$ cat src/rtl/twobitcount_checker_sat_counter.sv
// Saturating up-counter with synchronous clear; clear wins over increment.
// Latency: count updates on the edge after inc/clr.
// Backpressure: none; inc is ignored once the counter is all-ones.
module sat_counter #(
    parameter int W = 8
) (
    input  logic         Clock,
    input  logic         Reset,
    input  logic         inc,
    input  logic         clr,
    output logic [W-1:0] count
);

    always_ff @(posedge Clock or negedge Reset) begin
        if (!Reset) begin
            count <= '0;
        end else if (clr) begin
            count <= '0;
        end else if (inc && !(&count)) begin
            count <= count + W'(1);
        end
    end

endmodule

$ cat config.mk
export PLATFORM = sky130hd
export DESIGN_NAME = sat_counter
export DESIGN_NICKNAME = d
export VERILOG_FILES = /design/src/rtl/twobitcount_checker_sat_counter.sv
export SDC_FILE = /design/constraint.sdc
export NUM_CORES = 1
export LEC_CHECK = 0
export BUFFER_PORTS_ARGS = -buffer_cell sky130_fd_sc_hd__clkbuf_2
export CAP_MARGIN = 5
export CORE_MARGIN = 5
export CORE_UTILIZATION = 26
export CTS_CLUSTER_SIZE = 16
export DETAILED_ROUTE_END_ITERATION = 10
export HOLD_SLACK_MARGIN = 0.1
export PLACE_DENSITY = 0.45
export SYNTH_ARGS = -nofsm -noshare
export SYNTH_HDL_FRONTEND = slang
export SYNTH_SLANG_ARGS = --single-unit
$ cat constraint.sdc
create_clock -name Clock -period 2.5 [get_ports Clock]
set_input_delay 0.375 -clock Clock [delete_from_list [all_inputs] [get_ports Clock]]
set_output_delay 0.375 -clock Clock [all_outputs]
set_load 0.005 [all_outputs]
==> impl_summary.log, run 1 <==
INFO  metric fin_worst_skew = 1.31 ps
INFO  metric layout_top_registers = count: 8 flops
INFO  metric remaining_drc_errors = 0
INFO  metric timing.setup.critical_path_class = register to register
INFO  metric postCtsSetupBuffers = 0
INFO  metric cts_inserted_buffers = 3
INFO  metric ys.warnings.count = 0
INFO  metric setup_repair_after_global_routing_missed_its_margin = false
INFO  metric ios = 12
INFO  metric cp_data_arrival_time = 1770 ps
INFO  metric floorplan.initialDensity = 26.6%
INFO  metric timing.critical_path.fanout_max = 6
INFO  metric multi_input_comb_area = about 290 um^2
INFO  metric yosysTopAreaCell = sky130_fd_sc_hd__dfrtp_1
INFO  metric gate_count_of_the_mapped_netlist = 47
INFO  metric relSlewSlack = 77.1%
INFO  metric power_density = 428 mW/mm^2
INFO  metric register_with_the_most_flip_flops = count
INFO  metric cp_slowest_cell = sky130_fd_sc_hd__dfrtp_1
INFO  metric hold_violations = 0
INFO  metric synth_area_per_cell = 10.8 um^2
INFO  metric critPathLaunchType = register
INFO  metric detailed_place_hpwl = 820 um
INFO  metric synth.distinct_cells = 25
INFO  metric routed-wl-met3 = 53 um
INFO  metric detailed_routing_iterations_pass_1 = 4
INFO  metric critPathTopFamily = flip-flops
INFO  metric vias = 400
INFO  metric routed-wl-met2 = 458 um
INFO  metric max_cap_violations = 0
INFO  metric clock_path_buffers = 2
INFO  metric ctsRootBufferMaster = sky130_fd_sc_hd__clkbuf_4
INFO  metric crit_path_max_incr_delay = 430 ps
INFO  metric period_minus_slack = 1630 ps
INFO  metric avgViaCountPerCell = roughly 4.6
INFO  metric final_cell_mix = 11 x sky130_fd_sc_hd__clkbuf_2, 8 x sky130_fd_sc_hd__dfrtp_1, 4 x sky130_fd_sc_hd__nor2b_1, 4 x sky130_fd_sc_hd__nor2_1, 4 x sky130_fd_sc_hd__mux2_4
INFO  metric crit_path_cell_trace = ha_1 -> and3_2 -> a211oi_2 -> mux2_4
INFO  metric worstHoldPathType = input pin to register
INFO  metric drive_above_1_share = 38.3%
INFO  metric seqCellArea = 200 um^2
INFO  metric mappedNetlistArea = 505 um^2
INFO  metric crit_buf_inv = 0
INFO  metric wl_per_cell = 12.7 um
INFO  metric global_route.overflow_total = 0
INFO  metric syn_nets = 52
INFO  metric largest_register_ff_count = 8
INFO  metric run_status = complete, no violations
INFO  metric layout_worst_path_cycle_share = 65.1%
INFO  metric final.fill_count = between 200 and 250
INFO  metric cts.repair.resized = 0
INFO  metric synth_top_cell_area_share = 39.6%
INFO  metric grt_pass1_vias = 387
INFO  metric cts_tree = done
INFO  metric timing.critical_path.required = 2640 ps
INFO  metric fmax = 0.614 GHz
INFO  metric area_growth_syn_to_layout = 21.0%
INFO  metric ant_nets = 0
INFO  metric power.total = 0.000262 W
INFO  metric totalNegativeSetupSlack = 0 ps
INFO  metric synth-seq-cells = 8
INFO  metric clkLatencyLatePin = between 200 and 300 ps
INFO  metric setup.worst_path.end_class = register
INFO  metric cts_hold_repair.buffers = 1
INFO  metric topRoutingLayerUsed = met4
INFO  metric cts_max_level = 1
INFO  metric wirelength = 1110 um
INFO  metric tightestPinTransition = approximately 340 ps
INFO  metric layout_commonest_cell = sky130_fd_sc_hd__clkbuf_2
INFO  metric finalSetupViolations = 0
INFO  metric dieWidth = 54.1 um
INFO  metric rows = 16
INFO  metric ys_seq_area_share = 39.6%
INFO  metric cellLeakagePower = 0.272 nW
INFO  metric detailedPlace.worstSlack = 895 ps
INFO  metric gp_congestion = around 0.7
INFO  metric num-nets-final = between 60 and 70
INFO  metric floorplan.die.height = 54.1 um
INFO  metric io_buffers = 11
INFO  metric wire_length_of_the_first_global_routing_pass = 2040 um
INFO  metric insertedDiodeCount = 0
INFO  metric design.core.area = ~0.0019 mm^2
INFO  metric m1WireLength = ~570 um
INFO  metric dr.first_iter.drc_count = 8
INFO  metric grt_max_degree = 14
INFO  metric tritoncts_num_sinks = 8
INFO  metric globalRouteTotalUtil = about a tenth
INFO  metric grt_antenna_before_repair = 0
INFO  metric setup_ws = roughly 870 ps
INFO  metric clk_pin_slew_worst_paths = 50 ps
INFO  metric final-max-slew-violation-count = 0
INFO  metric die_area = 0.00293 mm^2
INFO  metric power.ir.vdd_worst = 0.133 mV
INFO  metric synth_top_cells_by_area = sky130_fd_sc_hd__dfrtp_1 40%, sky130_fd_sc_hd__mux2_4 12%, sky130_fd_sc_hd__nor2b_1 5.0%, sky130_fd_sc_hd__a21oi_2 3.5%, sky130_fd_sc_hd__and4_1 3.5%
==> per-stage QoR <==
| stage | util (%) | instance area [um^2] | cells | hold WS [ps] |
|---|---|---|---|---|
| CTS | 32.2 | 612 | 87 | 464 |
| global placement | 30.5 | 579 | 83 | 246 |
| finish | 32.2 | 612 | 87 | 461 |
| floorplan | - | 505 | 47 | 79.4 |
| global route | 32.2 | 612 | 87 | 490 |
| detailed placement | 30.5 | 579 | 83 | 244 |
==> cells in the mapped netlist <==
cell type,number
sky130_fd_sc_hd__mux2i_1,1
sky130_fd_sc_hd__a211oi_1,1
sky130_fd_sc_hd__a21oi_2,2
sky130_fd_sc_hd__ha_1,1
sky130_fd_sc_hd__clkbuf_1,1
sky130_fd_sc_hd__dfrtp_1,8
sky130_fd_sc_hd__nand3_1,1
sky130_fd_sc_hd__nor3_1,1
sky130_fd_sc_hd__a211oi_2,1
sky130_fd_sc_hd__and4_1,2
sky130_fd_sc_hd__a41oi_1,1
sky130_fd_sc_hd__a21boi_0,1
sky130_fd_sc_hd__nor2_1,4
sky130_fd_sc_hd__a311oi_1,1
sky130_fd_sc_hd__a21boi_2,1
sky130_fd_sc_hd__nand2_1,2
sky130_fd_sc_hd__and3_2,1
sky130_fd_sc_hd__nand4_1,2
sky130_fd_sc_hd__nor4bb_1,1
sky130_fd_sc_hd__buf_6,1
sky130_fd_sc_hd__a21oi_1,2
sky130_fd_sc_hd__nand2b_1,2
sky130_fd_sc_hd__nor2b_1,4
sky130_fd_sc_hd__mux2_4,4
sky130_fd_sc_hd__and3_1,1
==> routing by layer <==
layer,track usage [%],up-vias
li1,-,205
met1,14.1,180
met2,12.9,11
met3,3.60,4
met4,6.22,0
met5,0,-
==> final timing paths <==
path	start	endpoint	slack [ps]	cells past startpoint
max	count[0]	count[5]	870	4
min in group asynchronous	Reset	count[6]	510	2
min reg2reg	count[6]	count[6]	600	2
max in group asynchronous	Reset	count[0]	1810	2
min	clr	count[7]	460	2
max reg2reg	count[0]	count[5]	870	4
==> logic make-up (layout without fill, tap and decap cells) <==
logic type      count (synthesis)  in the layout  share of synthesized area [%]
compound gates                 10             10                           16.6
fa+ha+maj                       1              1                           2.47
buf+inv                         2             15                           2.97
flops                           8              8                           39.6
mux                             5              5                           13.9
simple gates                   21             21                           24.5
==> area by class of cell <==
| cell class | instances | share of cell area [%] |
|---|---|---|
| clock buffer | 3 | 3.68 |
| timing repair buffer | 12 | 10.6 |
| multi-input combinational | 37 | 47.4 |
| sequential | 8 | 32.7 |
| tap | 27 | 5.52 |
==> where the power goes <==
part	total [W]	switching [W]	internal, W
combinational	0.0000250	0.0000128	0.0000122
sequential	0.000137	0.00000473	0.000133
clock	0.0000993	0.0000443	0.0000550
Power figures use the tool's default switching activity.
==> inputs of run 2 (changes only) <==
==> constraint.sdc (replaced) <==
create_clock -name Clock -period 1.6 [get_ports Clock]
set_input_delay 0.24 -clock Clock [delete_from_list [all_inputs] [get_ports Clock]]
set_output_delay 0.24 -clock Clock [all_outputs]
set_load 0.005 [all_outputs]
==> run 2 against run 1 <==
  * Count of clock-buffer cells in the layout is the same
  * Maximum frequency grew 8.4%
  * Clock skew grew 4.0 ps
  * Sequential share of layout area shrank 2.6 points
  * Clock power grew 57%
  * Core utilization grew 2.8 points
  * Final area grew 8.6%
  * Power grew 60%
  * Largest power group unchanged
==> impl_summary.log, run 2 (synthesis results as in run 1) <==
INFO  metric run_status = complete, no violations
INFO  metric totalNegativeSetupSlack = 0 ps
INFO  metric io_buffers = 11
INFO  metric r2r_setup_slack = 100 ps
INFO  metric floorplan.die.height = 54.1 um
INFO  metric final-max-slew-violation-count = 0
INFO  metric largest_register_ff_count = 8
INFO  metric finalSetupViolations = 0
INFO  metric gp_congestion = roughly 0.69
INFO  metric clk_pin_slew_worst_paths = 60 ps
INFO  metric worstHoldPathType = input pin to register
INFO  metric detailed_place_hpwl = ~940 um
INFO  metric crit_path_launch = count[0]
INFO  metric timing.critical_path.fanout_max = 3
INFO  metric regToRegEndpoint = count[5]
INFO  metric design.core.area = 0.00190 mm^2
INFO  metric final.fill_count = approximately 200
INFO  metric reg2reg_depth = 4
INFO  metric setup.worst_path.end_class = register
INFO  metric period_minus_slack = 1500 ps
INFO  metric final_cell_mix = 11 x sky130_fd_sc_hd__clkbuf_2, 8 x sky130_fd_sc_hd__dfrtp_1, 7 x sky130_fd_sc_hd__buf_4
INFO  metric setup_repair_after_global_routing_missed_its_margin = false
INFO  metric cts.repair.resized = 0
INFO  metric seqPwrFrac = 50.3%
INFO  metric cts_tree = done
INFO  metric grt_antenna_before_repair = 0
INFO  metric crit_buf_inv = 0
INFO  metric power.ir.vdd_worst = 0.311 mV
INFO  metric global_route.overflow_total = 0
INFO  metric endpoint = count[5]
INFO  metric insertedDiodeCount = 0
INFO  metric cts_max_level = 1
INFO  metric vias = 454
INFO  metric power.clock.fraction = 37.2%
INFO  metric layout_top_registers = count: 8 flops
INFO  metric avgViaCountPerCell = 4.83
INFO  metric wl_per_cell = 13.6 um
INFO  metric grt_max_degree = 14
INFO  metric clkLatencyLatePin = ~250 ps
INFO  metric die_area = ~0.003 mm^2
INFO  metric cts_inserted_buffers = 3
INFO  metric post_detailed_placement_cell_area = 632 um^2
INFO  metric relSlewSlack = 76.3%
INFO  metric critPathTopFamily = flip-flops
INFO  metric seqCellArea = 200 um^2
INFO  metric ctsRootBufferMaster = sky130_fd_sc_hd__clkbuf_4
INFO  metric timing.critical_path.required = 1730 ps
INFO  metric num-nets-final = 74
INFO  metric drive_above_1_share = 44.8%
INFO  metric multi_input_comb_area = 290 um^2
INFO  metric cellLeakagePower = a little over 0.3 nW
INFO  metric grt_pass1_vias = 463
INFO  metric power_density = 629 mW/mm^2
INFO  metric floorplan.initialDensity = 26.6%
INFO  metric fmax = 0.666 GHz
INFO  metric netSwitchingPower = 0.0000988 W
INFO  metric cp_data_arrival_time = 1640 ps
INFO  metric globalRouteTotalUtil = 10.6%
INFO  metric hold_violations = 0
INFO  metric wire_length_of_the_first_global_routing_pass = 2130 um
INFO  metric crit_cells = 4
INFO  metric fin_worst_skew = 5.26 ps
INFO  metric switching_share = a little under a quarter
INFO  metric tightestPinTransition = 355 ps
INFO  metric tritoncts_num_sinks = 8
INFO  metric dr.first_iter.drc_count = 14
INFO  metric cp_slowest_cell = sky130_fd_sc_hd__dfrtp_1
INFO  metric layout.cell_area.non_filler = about 660 um^2
INFO  metric crit_path_max_incr_delay = 380 ps
INFO  metric area_growth_syn_to_layout = 31.4%
INFO  metric combinationalPowerShare = 12.4%
INFO  metric p_int = 0.000319 W
INFO  metric layout_worst_path_cycle_share = 93.8%
INFO  metric timing.setup.critical_path_class = register to register
INFO  metric ant_nets = 0
INFO  metric remaining_drc_errors = 0
INFO  metric detailed_routing_iterations_pass_1 = 5
INFO  metric rr_startpoint = count[0]
INFO  metric wirelength = 1280 um
INFO  metric max_cap_violations = 0
INFO  metric crit_path_cell_trace = ha_1 -> and3_2 -> a211oi_2 -> mux2_4
INFO  metric clock_path_buffers = 2
INFO  metric ios = 12
INFO  metric critPathLaunchType = register
INFO  metric rows = 16
INFO  metric register_with_the_most_flip_flops = count
INFO  metric dieWidth = 54.1 um
INFO  metric layout_commonest_cell = sky130_fd_sc_hd__clkbuf_2
[run 2: per-layer routing]
layer,wire (um),up-vias,GRT usage (%)
met5,0,-,0
met4,21,0,6.22
met3,79,2,3.32
met2,597,19,17.3
met1,577,215,12.0
li1,-,218,-
[run 2: area by class of cell]
cell class,count,share of cell area (%)
flip-flops and latches,8,30.1
repair buffers,19,17.7
multi-input cells,37,43.7
clock buffers,3,3.39
well taps,27,5.08
[run 2: worst min path at each step]
stage	from	to	slack, ps	cells after the start
after floorplan	Reset	count[0]	-60	0
after CTS	clr	count[7]	340	2
after detailed placement	Reset	count[6]	100	1
after global routing	clr	count[7]	370	2
after global placement	Reset	count[6]	110	1
final	clr	count[7]	330	2
[run 2: per-stage QoR]
stage | instances | setup WS [ps] | utilization (%) | hold slack (ps) | total power [W]
after global routing | 94 | 57.9 | 34.9 | 368 | 0.000448
after CTS | 94 | 97.1 | 34.9 | 335 | 0.000431
after detailed placement | 90 | 117 | 33.2 | 104 | 0.000265
after floorplan | 47 | 46.1 | - | -55.6 | 0.000237
after global placement | 90 | 131 | 33.2 | 106 | 0.000264
final | 94 | 98.5 | 34.9 | 332 | 0.000418
[run 2: what timing repair did]
item                                    in CTS  in global routing
hold buffers                                 1                  0
buffers inserted                             0                  0
endpoints found under the hold margin        8                  0
endpoints found under the setup margin       0                  0
[run 2: power by group through the flow]
stage	logic, W	registers (W)	clock network [W]
2_1_floorplan	0.0000201	0.000217	0
3_3_place_gp	0.0000501	0.000214	0
3_5_place_dp	0.0000508	0.000214	0
4_1_cts	0.0000533	0.000210	0.000168
5_1_grt	0.0000581	0.000211	0.000179
6_report	0.0000519	0.000210	0.000156
